## config.mk

```make
export PLATFORM = sky130hd
export DESIGN_NAME = weapon_mount
export DESIGN_NICKNAME = d
export VERILOG_FILES = /design/src/rtl/weapon_mount.sv
export SDC_FILE = /design/constraint.sdc
export NUM_CORES = 1
export LEC_CHECK = 0
export CORE_ASPECT_RATIO = 1.2
export CORE_MARGIN = 5
export CORE_UTILIZATION = 50
export DETAILED_ROUTE_END_ITERATION = 7
export MAX_ROUTING_LAYER = met4
export PLACE_DENSITY = 0.81
export SYNTH_ARGS = -nofsm -noshare
export SYNTH_HDL_FRONTEND = slang
export SYNTH_SLANG_ARGS = --single-unit
```

## constraint.sdc

```tcl
create_clock -name clk -period 3.7 [get_ports clk]
set_clock_uncertainty 0.2 [all_clocks]
set_input_delay 0.925 -clock clk [delete_from_list [all_inputs] [get_ports clk]]
set_output_delay 0.925 -clock clk [all_outputs]
set_load 0.02 [all_outputs]
```

## src/rtl/weapon_mount.sv

```systemverilog
// weapon_mount: weapon placement, facing and attack sequencing for the
// melee and archer weapon classes. Sits between the player/mouse control
// logic and the weapon/projectile draw and collision modules.
module weapon_mount #(
    parameter int W              = 12,
    parameter int MELEE_X_OFF    = 40,
    parameter int MELEE_Y_OFF    = 15,
    parameter int ARCHER_X_OFF   = 10,
    parameter int ARCHER_Y_OFF   = 12,
    parameter int PROJ_X_OFF     = 30,
    parameter int PROJ_Y_OFF     = -4,
    parameter int DEADBAND       = 2,
    parameter int SWING_STEPS    = 4,
    parameter int SWING_DX       = 4,
    parameter int FRAME_TICKS    = 4,
    parameter int COOLDOWN_TICKS = 8,
    parameter int SPAWN_STEP     = 1
) (
    input  logic         clk,
    input  logic         rst_n,
    input  logic         attack_req,
    input  logic         weapon_class,
    input  logic [W-1:0] pos_x,
    input  logic [W-1:0] pos_y,
    input  logic [W-1:0] mouse_x,
    output logic         attack_ack,
    output logic         busy,
    output logic         flip,
    output logic         active_class,
    output logic         hit_active,
    output logic         spawn,
    output logic [W-1:0] wpn_x,
    output logic [W-1:0] wpn_y,
    output logic [W-1:0] proj_x,
    output logic [W-1:0] proj_y
);

    localparam int STEP_W = (SWING_STEPS    > 1) ? $clog2(SWING_STEPS)    : 1;
    localparam int TICK_W = (FRAME_TICKS    > 1) ? $clog2(FRAME_TICKS)    : 1;
    localparam int CD_W   = (COOLDOWN_TICKS > 1) ? $clog2(COOLDOWN_TICKS) : 1;

    // Offsets reduced to W bits; negative values become their two's complement.
    localparam logic [W-1:0] LP_MX  = W'(MELEE_X_OFF);
    localparam logic [W-1:0] LP_MY  = W'(MELEE_Y_OFF);
    localparam logic [W-1:0] LP_AX  = W'(ARCHER_X_OFF);
    localparam logic [W-1:0] LP_AY  = W'(ARCHER_Y_OFF);
    localparam logic [W-1:0] LP_PX  = W'(PROJ_X_OFF);
    localparam logic [W-1:0] LP_PY  = W'(PROJ_Y_OFF);
    localparam logic [W:0]   LP_DB  = (W+1)'(DEADBAND);

    localparam logic [STEP_W-1:0] LP_STEP_LAST = STEP_W'(SWING_STEPS - 1);
    localparam logic [STEP_W-1:0] LP_SPAWN     = STEP_W'(SPAWN_STEP);
    localparam logic [TICK_W-1:0] LP_TICK_LAST = TICK_W'(FRAME_TICKS - 1);
    localparam logic [CD_W-1:0]   LP_CD_LAST   = CD_W'(COOLDOWN_TICKS - 1);

    typedef enum logic [1:0] {
        ST_IDLE,
        ST_SWING,
        ST_COOLDOWN
    } state_t;

    state_t            r_state;
    state_t            w_state_nxt;
    logic [STEP_W-1:0] r_step;
    logic [STEP_W-1:0] w_step_nxt;
    logic [TICK_W-1:0] r_tick;
    logic [TICK_W-1:0] w_tick_nxt;
    logic [CD_W-1:0]   r_cd;
    logic [CD_W-1:0]   w_cd_nxt;
    logic              w_accept;

    logic              r_ack;
    logic              r_flip;
    logic              r_active_class;
    logic [W-1:0]      r_wpn_x;
    logic [W-1:0]      r_wpn_y;
    logic [W-1:0]      r_proj_x;
    logic [W-1:0]      r_proj_y;

    logic              w_flip_nxt;
    logic              w_cls_eff;
    logic [W-1:0]      w_xoff;
    logic [W-1:0]      w_yoff;
    logic [W-1:0]      w_reach;
    logic [W-1:0]      w_xmag;
    logic [W:0]        w_mouse_ext;
    logic [W:0]        w_pos_ext;

    // State register and frame/cooldown counters.
    always_ff @(posedge clk or negedge rst_n) begin
        if (!rst_n) begin
            r_state <= ST_IDLE;
            r_step  <= '0;
            r_tick  <= '0;
            r_cd    <= '0;
        end else begin
            r_state <= w_state_nxt;
            r_step  <= w_step_nxt;
            r_tick  <= w_tick_nxt;
            r_cd    <= w_cd_nxt;
        end
    end

    // Next-state logic: accept in IDLE, frame stepping in SWING, cooldown count.
    always_comb begin
        w_state_nxt = r_state;
        w_step_nxt  = r_step;
        w_tick_nxt  = r_tick;
        w_cd_nxt    = r_cd;
        w_accept    = 1'b0;
        case (r_state)
            ST_IDLE: begin
                if (attack_req) begin
                    w_accept    = 1'b1;
                    w_state_nxt = ST_SWING;
                    w_step_nxt  = '0;
                    w_tick_nxt  = '0;
                    w_cd_nxt    = '0;
                end
            end
            ST_SWING: begin
                if (r_tick == LP_TICK_LAST) begin
                    w_tick_nxt = '0;
                    if (r_step == LP_STEP_LAST) begin
                        w_state_nxt = ST_COOLDOWN;
                        w_step_nxt  = '0;
                        w_cd_nxt    = '0;
                    end else begin
                        w_step_nxt = r_step + STEP_W'(1);
                    end
                end else begin
                    w_tick_nxt = r_tick + TICK_W'(1);
                end
            end
            ST_COOLDOWN: begin
                if (r_cd == LP_CD_LAST) begin
                    w_state_nxt = ST_IDLE;
                    w_cd_nxt    = '0;
                end else begin
                    w_cd_nxt = r_cd + CD_W'(1);
                end
            end
            default: begin
                w_state_nxt = ST_IDLE;
                w_step_nxt  = '0;
                w_tick_nxt  = '0;
                w_cd_nxt    = '0;
            end
        endcase
    end

    // State-decoded outputs; derived from flops so async reset clears them at once.
    always_comb begin
        busy       = (r_state != ST_IDLE);
        hit_active = (r_state == ST_SWING) && !r_active_class;
        spawn      = (r_state == ST_SWING) && r_active_class &&
                     (r_step == LP_SPAWN) && (r_tick == '0);
    end

    // Facing decision with deadband; compared one bit wider so edges never wrap.
    assign w_mouse_ext = {1'b0, mouse_x};
    assign w_pos_ext   = {1'b0, pos_x};

    always_comb begin
        w_flip_nxt = r_flip;
        if (w_mouse_ext > w_pos_ext + LP_DB) begin
            w_flip_nxt = 1'b0;
        end else if (w_mouse_ext + LP_DB < w_pos_ext) begin
            w_flip_nxt = 1'b1;
        end
    end

    // Offset selection: live class while idle, latched class during an attack.
    assign w_cls_eff = (r_state == ST_IDLE) ? weapon_class : r_active_class;
    assign w_xoff    = w_cls_eff ? LP_AX : LP_MX;
    assign w_yoff    = w_cls_eff ? LP_AY : LP_MY;
    assign w_reach   = ((r_state == ST_SWING) && !r_active_class) ?
                       W'(int'(r_step) * SWING_DX) : '0;
    assign w_xmag    = w_xoff + w_reach;

    // Latched attack attributes and registered sprite/projectile positions.
    always_ff @(posedge clk or negedge rst_n) begin
        if (!rst_n) begin
            r_ack          <= 1'b0;
            r_flip         <= 1'b0;
            r_active_class <= 1'b0;
            r_wpn_x        <= '0;
            r_wpn_y        <= '0;
            r_proj_x       <= '0;
            r_proj_y       <= '0;
        end else begin
            r_ack <= w_accept;
            if (w_accept) begin
                r_flip         <= w_flip_nxt;
                r_active_class <= weapon_class;
            end
            r_wpn_x  <= r_flip ? (pos_x - w_xmag) : (pos_x + w_xmag);
            r_wpn_y  <= pos_y + w_yoff;
            r_proj_x <= r_flip ? (pos_x - LP_PX) : (pos_x + LP_PX);
            r_proj_y <= pos_y + LP_PY;
        end
    end

    assign attack_ack   = r_ack;
    assign flip         = r_flip;
    assign active_class = r_active_class;
    assign wpn_x        = r_wpn_x;
    assign wpn_y        = r_wpn_y;
    assign proj_x       = r_proj_x;
    assign proj_y       = r_proj_y;

endmodule

```

* Yosys cells after proc, flatten, opt, wreduce, memory -nomap -nowiden *
Index checks and enable logic that the tools add are counted.

word-level totals
  bits of input ports = 40
  word-level logic and storage cells = 76
  register bits = 60

cells by class
  $lt $le $gt $ge = 2
  equal/unequal tests = 10
  bitwise operators = 1
  $add $sub $neg = 12
  mux-type cells = 26
  reductions and logical operators = 14

operators with widths
  kind                                                                    number
  12-bit by 2-bit adder with 13-bit output (second input constant)        2
  12-bit two-way mux                                                      2
  2-bit two-way mux                                                       9
  2-bit one-hot mux with 3 select lines                                   3
  12-bit by 13-bit > comparator with 1-bit output                         1
  13-bit by 12-bit less-than comparator with 1-bit output                 1
  12-bit adder (second input constant)                                    1
  12-bit by 4-bit adder with 12-bit output                                1
  12-bit by 5-bit adder with 12-bit output (second input constant)        1
  12-bit by 7-bit adder with 12-bit output                                1
  3-bit two-way mux                                                       4
  12-bit by 5-bit subtractor with 12-bit output (second input constant)   1
  12-bit by 7-bit subtractor with 12-bit output                           1
  3-bit one-hot mux with 3 select lines                                   1
  2-bit != test (second input constant)                                   4
  6-bit by 4-bit adder with 7-bit output                                  1
  2-bit equality test (second input constant)                             3
  6-bit two-way mux                                                       1
  3-bit AND reduction                                                     2
  1-bit two-way mux                                                       5
  2-bit by 1-bit adder with 2-bit output (second input constant)          2
  2-bit by 1-bit equality test with 1-bit output (second input constant)  2
  1-bit logical AND                                                       4
  2-bit zero test                                                         2
  other kinds (8)                                                         10

* Depth between registers and ports, before layout *
Gate-level depths: netlist of run 1.

  depth in word-level cells = 6
  gate-level depth with buffers = 13

* Worst setup path before layout of run 1 *
Ideal clock, no wire load.

  path type = input to register
  start = input port weapon_class
  end = register r_wpn_x[9], in the netlist wpn_x[9]
  cell stages on the path = 10
  path slack = 0.563 ns
  data required time = 3.369 ns
  path buffers = 0
  arrival = 2.807 ns
  library setup time = 0.131 ns
  cell sequence = mux2_2 inv_1 ha_1 a21oi_1 ha_1 o21ai_0 a21oi_1 a211oi_1 o21ai_0 xor2_1

between the ends
  longest elaborated chain between the ends = 5

RTL lines
  item                                                                                                              RTL line  text
  start, declared                                                                                                   22        input logic weapon_class,
  1-bit two-way mux *                                                                                               174       assign w_cls_eff = (r_state == ST_IDLE) ? weapon_class : r_active_class;
  6-bit two-way mux *                                                                                               175       assign w_xoff = w_cls_eff ? LP_AX : LP_MX;
  6-bit by 4-bit adder with 7-bit output *                                                                          179       assign w_xmag = w_xoff + w_reach;
  12-bit by 7-bit adder with 12-bit output / 12-bit by 7-bit subtractor with 12-bit output (equally long branches)  197       r_wpn_x <= r_flip ? (pos_x - w_xmag) : (pos_x + w_xmag);
  12-bit two-way mux *                                                                                              197
  end signal, assigned                                                                                              197
  end, declared                                                                                                     75        logic [W-1:0] r_wpn_x;

Mark *: on every way between the ends. The rest lies on a longest branch, timed or not.
A chain may end at the register's enable or synchronous reset.

* Worst setup path after layout of run 1 *
  start = input port pos_x[5]
  end = register r_flip, in the netlist flip

between the ends
  longest elaborated chain between the ends = 4

RTL lines
  item                                             RTL line  text
  start, declared                                  23        input logic [W-1:0] pos_x,
  12-bit by 2-bit adder with 13-bit output         166       if (w_mouse_ext > w_pos_ext + LP_DB) begin
  12-bit by 13-bit > comparator with 1-bit output  166
  2-bit nonzero test (no source line)              n/a
  2-bit AND reduction (no source line)             n/a
  end signal, assigned                             194       r_flip <= w_flip_nxt;
  end, declared                                    73        logic r_flip;

Several ways; a longest one is shown, not always the timed one.

==> qor.yml, run 1 <==
critPathCaptureType: "flop"
arrival_ns: 3.51
insertion_delay_ns: 0.33
synth_edf_count: 0
tns_ns: 0
via_per_inst: 5.38
crit_type: "in2reg"
timing.hold.ws_ns: 0.298
cts_resized: 0
cts_sinks: 59
holdPathStages: 1
ys_warn_count: 0
maxSlewHeadroom: 0.556
leakage_nw: 2.39
critical_path_peak_fanout: 3
yosysTopAreaCellShare: 0.389
async_flop_share: 1.00
max_cap_violations: 0
gp_congestion: 0.974
nets: 605
ant_nets: 0
syn_nets: 477
die_y_um: 105
start_kind: "input pin"
drc: 0
final_cell_area_mm2: 0.00522
clkSlewWorstSetupHoldPaths_ns: 0.07
synth_seq_area_share: 0.389
endpoint: "flip$_DFFE_PN0P_"
synth_top_area_cell: "dfrtp_1"
clk_path_buf_depth: 2
rows: 34
wl_per_cell_um: 15.4
firstDrtPassIters: 4
synthTopCellsByCount: "59 x dfrtp_1, 50 x ha_1, 35 x xnor2_1, 31 x inv_1, 29 x nand2_1"
n_fill_cell: 541
top_usage_layer: "met2"
hold_path.class: "reg2reg"
track_usage: 0.219
cts_hold_buffers: 0
cts-buffers-inserted: 9
root_buffer: "clkbuf_8"
grt_pass1_vias: 3390
ir_drop_v: 0.000462
max_freq_mhz: 289
port_buffers: 93
cp_slowest_cell: "clkdlybuf4s50_1"
p_total_w: 0.00360
grt_max_degree: 60
yosys_register_bits: 59
ys_top_cells_by_area: "dfrtp_1 39%, ha_1 16%, xnor2_1 8.1%"
critPathMostFrequentCell: "nand3_1"
start_util: 0.519
place_area_mm2: 0.00504
drt_iter0_drc: 200
wirelength_mm: 9.36
reg2reg_to: "wpn_x[11]$_DFF_PN0_"
synth_cells: 385
dieArea_mm2: 0.00944
rr_startpoint: "r_state[0]$_DFFE_PN0P_"
use_met3: 0.0336
cts_tree: "built"
htreeDepth: 3
finalCritPeriodShare: 0.935
vias: 3274
worstPathRequired_ns: 3.75
global_route.usage.met1: 0.248
syn-mean-instance-area_um2: 9.86
overflow: 0
synth.most_common_cell: "dfrtp_1"
synth_cell_types: 49
layout-drive-gt1-share: 0.102
cts_setup_buffers: 0
die_w_um: 89.5
setup_viol: 0
grt_pass1_wl_mm: 15.9
synthFlopType: "dfrtp_1"
maxSlewViolCount: 0
crit_chain: "clkdlybuf4s50_1 -> nand3_1 -> nor4_1 -> buf_4 -> nand3_1 -> xnor2_1 -> ha_1 -> and3_1 -> a221o_1 -> a21oi_1 -> o31ai_1 -> a32oi_1"
syn2layout_area_growth_pct: 37.6
cpPeakStageDelay_ns: 0.53
grt_use_met2: 0.384
status: "completed"
ff2ff_path_depth: 14
hold_violations: 0
worstMarginPinSlew_ns: 0.659
rsz0062_at_grt: "false"
antenna_found_initial: 0
power_density_mw_per_mm2: 690
synth_area_mm2: 0.00379
post-dp-hpwl_mm: 7.58
core_area_mm2: 0.00732
reg2reg_slack_ns: 0.52
fin_crit_ns: 3.46
pin_count: 94
critPathLaunch: "pos_x[5]"
antenna_cells: 0
worst max-delay path: cells and delay by family:
family	cells	cell delay, ns
fa+ha+maj	1	0.27
buf+inv	2	0.70
simple gates	4	0.67
compound gates	4	0.74
xor+xnor	1	0.19
worst min-delay path by stage:
stage / startpoint / slack [ns] / to
floorplan: r_cd[0]$_DFFE_PN0P_ / 0.26 / r_cd[0]$_DFFE_PN0P_
global placement: r_cd[0]$_DFFE_PN0P_ / 0.28 / r_cd[0]$_DFFE_PN0P_
detailed placement: r_cd[0]$_DFFE_PN0P_ / 0.30 / r_cd[0]$_DFFE_PN0P_
CTS: r_cd[0]$_DFFE_PN0P_ / 0.31 / r_cd[0]$_DFFE_PN0P_
global route: r_cd[1]$_DFFE_PN0P_ / 0.34 / r_cd[1]$_DFFE_PN0P_
finish: r_cd[0]$_DFFE_PN0P_ / 0.30 / r_cd[0]$_DFFE_PN0P_
cell usage in the layout (no fill, tap or decap), types with 4 or more instances in the layout:
master	n
a211oi_1	4
a21o_1	5
a21oi_1	17
and3_1	4
buf_4	30
clkbuf_8	10
clkdlybuf4s50_1	92
dfrtp_1	59
ha_1	50
inv_1	31
nand2_1	29
nand2b_1	4
nand3_1	20
nand4_1	6
nor2_1	24
nor3_1	12
o21ai_0	15
o31ai_1	4
xnor2_1	35
xor2_1	20
routing by layer:
layer / part of all wire / wire, µm / vias to the layer above
met1: 0.38 / 3530 / 1572
met4: 0.029 / 270 / 0
li1: - / - / 1591
met5: 0 / 0 / -
met2: 0.54 / 5050 / 94
met3: 0.055 / 513 / 17
final cells by class:
type / count / area, µm² / area share
multi-input cells: 288 / 2160 / 0.415
flip-flops and latches: 59 / 1480 / 0.283
well taps: 90 / 113 / 0.0216
clock buffers: 10 / 138 / 0.0264
repair buffers: 124 / 1170 / 0.224
clock inverters: 6 / 41.3 / 0.00791
inverters: 31 / 116 / 0.0223
power breakdown:
group / total (W) / switching (W) / internal (W) / leakage (nW)
clock: 0.000522 / 0.000262 / 0.000259 / 0.0843
sequential: 0.00100 / 0.000134 / 0.000870 / 0.697
combinational: 0.00208 / 0.00110 / 0.000975 / 1.61
kinds of logic after synthesis:
logic type | count (synthesis) | synth area share
buf+inv | 38 | 0.0406
compound gates | 65 | 0.112
flops | 59 | 0.389
fa+ha+maj | 52 | 0.175
simple gates | 113 | 0.148
xor+xnor | 55 | 0.127
mux | 3 | 0.00857
sequential cells by signal, summed over array words and instances (netlist names):
signal / flops
proj_x: 12
r_cd: 3
flip: 1
wpn_y: 12
r_step: 2
r_state: 2
wpn_x: 11
r_tick: 2
active_class: 1
proj_y: 12
attack_ack: 1
stage by stage:
stage	util	setup slack, ns	std cells
2_1_floorplan	-	0.563	385
4_1_cts	0.713	0.242	608
3_3_place_gp	0.689	-0.00605	592
3_5_place_dp	0.689	-0.0930	592
6_report	0.713	0.242	608
5_1_grt	0.713	0.0239	608
Power figures use the tool's default switching activity.
==> run 2, diff against run 1 <==
CORE_MARGIN = not set   (was 5)
SETUP_SLACK_MARGIN = 0.05   (was not set)
==> run 2 against run 1 <==
- sequential cell count is the same
- clock power grew 26%
- setup slack better by 0.080 ns
- hold slack got worse by 0.059 ns
==> qor.yml, run 2 (synthesis gave the netlist of run 1 again) <==
wirelength_mm: 9.11
die_y_um: 97.4
grt_pass1_vias: 3370
path_delay_family: "compound AO/OA/AOI/OAI gates"
nets: 605
syn2layout_area_growth_pct: 38.7
firstDrtPassIters: 4
p_int_w: 0.00222
p_total_w: 0.00373
grt_max_degree: 30
critPathLaunch: "mouse_x[1]"
crit_buf_inv: 1
wl_per_cell_um: 15.0
drt_iter0_drc: 99
cpPeakStageDelay_ns: 0.54
netSwitchingFraction: 0.403
final_common_cell: "clkdlybuf4s50_1"
seq_power_share: 0.269
hold_path.class: "in2async"
clock_power_share: 0.176
die_w_um: 81.5
antenna_found_initial: 0
start_kind: "input pin"
pin_count: 94
ff2ff_path_depth: 13
port_buffers: 93
track_usage: 0.260
rsz0062_at_grt: "false"
cts_tree: "built"
via_per_inst: 5.28
hold_violations: 0
max_cap_violations: 0
grt_pass1_wl_mm: 15.3
ant_nets: 0
core_area_mm2: 0.00732
cp.depth: 10
vias: 3212
post-dp-hpwl_mm: 7.38
drc: 0
switching_power_w: 0.00150
power_frac_comb: 0.555
cp_slowest_cell: "clkdlybuf4s50_1"
maxSlewViolCount: 0
worstMarginPinSlew_ns: 0.684
fin_crit_ns: 3.38
maxSlewHeadroom: 0.540
antenna_cells: 0
critPathCaptureType: "flop"
rr_startpoint: "r_state[0]$_DFFE_PN0P_"
leakage_nw: 2.42
overflow: 0
cts_sinks: 59
gp_congestion: 0.983
finalCritPeriodShare: 0.913
clkSlewWorstSetupHoldPaths_ns: 0.08
worstPathRequired_ns: 3.75
arrival_ns: 3.43
dp_cells: 592
layout-drive-gt1-share: 0.106
cts-buffers-inserted: 9
finish.utilization: 0.719
critPathMostFrequentCell: "ha_1"
timing.hold.ws_ns: 0.239
reg2reg_to: "wpn_x[9]$_DFF_PN0_"
crit_chain: "clkdlybuf4s50_1 -> ha_1 -> nand3_1 -> xnor2_1 -> ha_1 -> a211o_1 -> o211ai_1 -> a21oi_1 -> or4b_1 -> a32oi_1"
critical_path_peak_fanout: 5
insertion_delay_ns: 0.34
reg2reg_slack_ns: 0.49
setup_viol: 0
start_util: 0.519
ir_drop_v: 0.000500
dieArea_mm2: 0.00794
crit_type: "in2reg"
root_buffer: "clkbuf_8"
clk_path_buf_depth: 2
power_density_mw_per_mm2: 708
layout.cells.non_filler: 608
layout_common_cells: "92 x clkdlybuf4s50_1, 59 x dfrtp_1, 50 x ha_1"
rows: 34
status: "completed"
cts_setup_buffers: 0
max_freq_mhz: 296
htreeDepth: 3
[run 2: area by class of cell]
class / instances / area, µm²
Clock buffer: 9 / 124
Clock inverter: 7 / 100
Fill cell: 550 / 2050
Inverter: 31 / 116
Multi-Input combinational cell: 288 / 2180
Sequential cell: 59 / 1480
Tap cell: 90 / 113
Timing Repair Buffer: 124 / 1160
[run 2: through the flow]
| stage | setup TNS (ns) | instance area, µm² | setup slack, ns |
|---|---|---|---|
| after floorplan | 0 | 3790 | 0.563 |
| after global placement | -0.0277 | 5030 | -0.0277 |
| after detailed placement | -0.0923 | 5030 | -0.0923 |
| after CTS | 0 | 5250 | 0.251 |
| after global routing | 0 | 5260 | 0.139 |
| final | 0 | 5260 | 0.322 |
[run 2: how the worst max path moves through the flow]
stage / slack [ns] / end
finish: 0.32 / flip$_DFFE_PN0P_
detailed placement: -0.09 / flip$_DFFE_PN0P_
global route: 0.14 / flip$_DFFE_PN0P_
floorplan: 0.56 / wpn_x[9]$_DFF_PN0_
CTS: 0.25 / flip$_DFFE_PN0P_
global placement: -0.03 / flip$_DFFE_PN0P_
[run 2: power groups by stage]
stage | clock network, W | logic (W) | registers [W]
4_1_cts | 0.000669 | 0.00207 | 0.00100
6_report | 0.000656 | 0.00207 | 0.00100
3_5_place_dp | 0 | 0.00205 | 0.00101
2_1_floorplan | 0 | 0.00108 | 0.00120
5_1_grt | 0.000697 | 0.00226 | 0.00103
3_3_place_gp | 0 | 0.00200 | 0.00101
[run 2: timing repair]
item | 4_1_cts | 5_1_grt
hold buffers | 0 | 0
resized for setup | 0 | 2
setup endpoints to repair | 0 | 1
[run 2: per-layer routing]
metal  vias up  track usage  routed length [µm]
li1       1599            -                   -
met1      1492        0.278                3520
met2        98        0.446                4840
met3        23       0.0404                 355
met4         0        0.140                 387
met5         -            -                   0
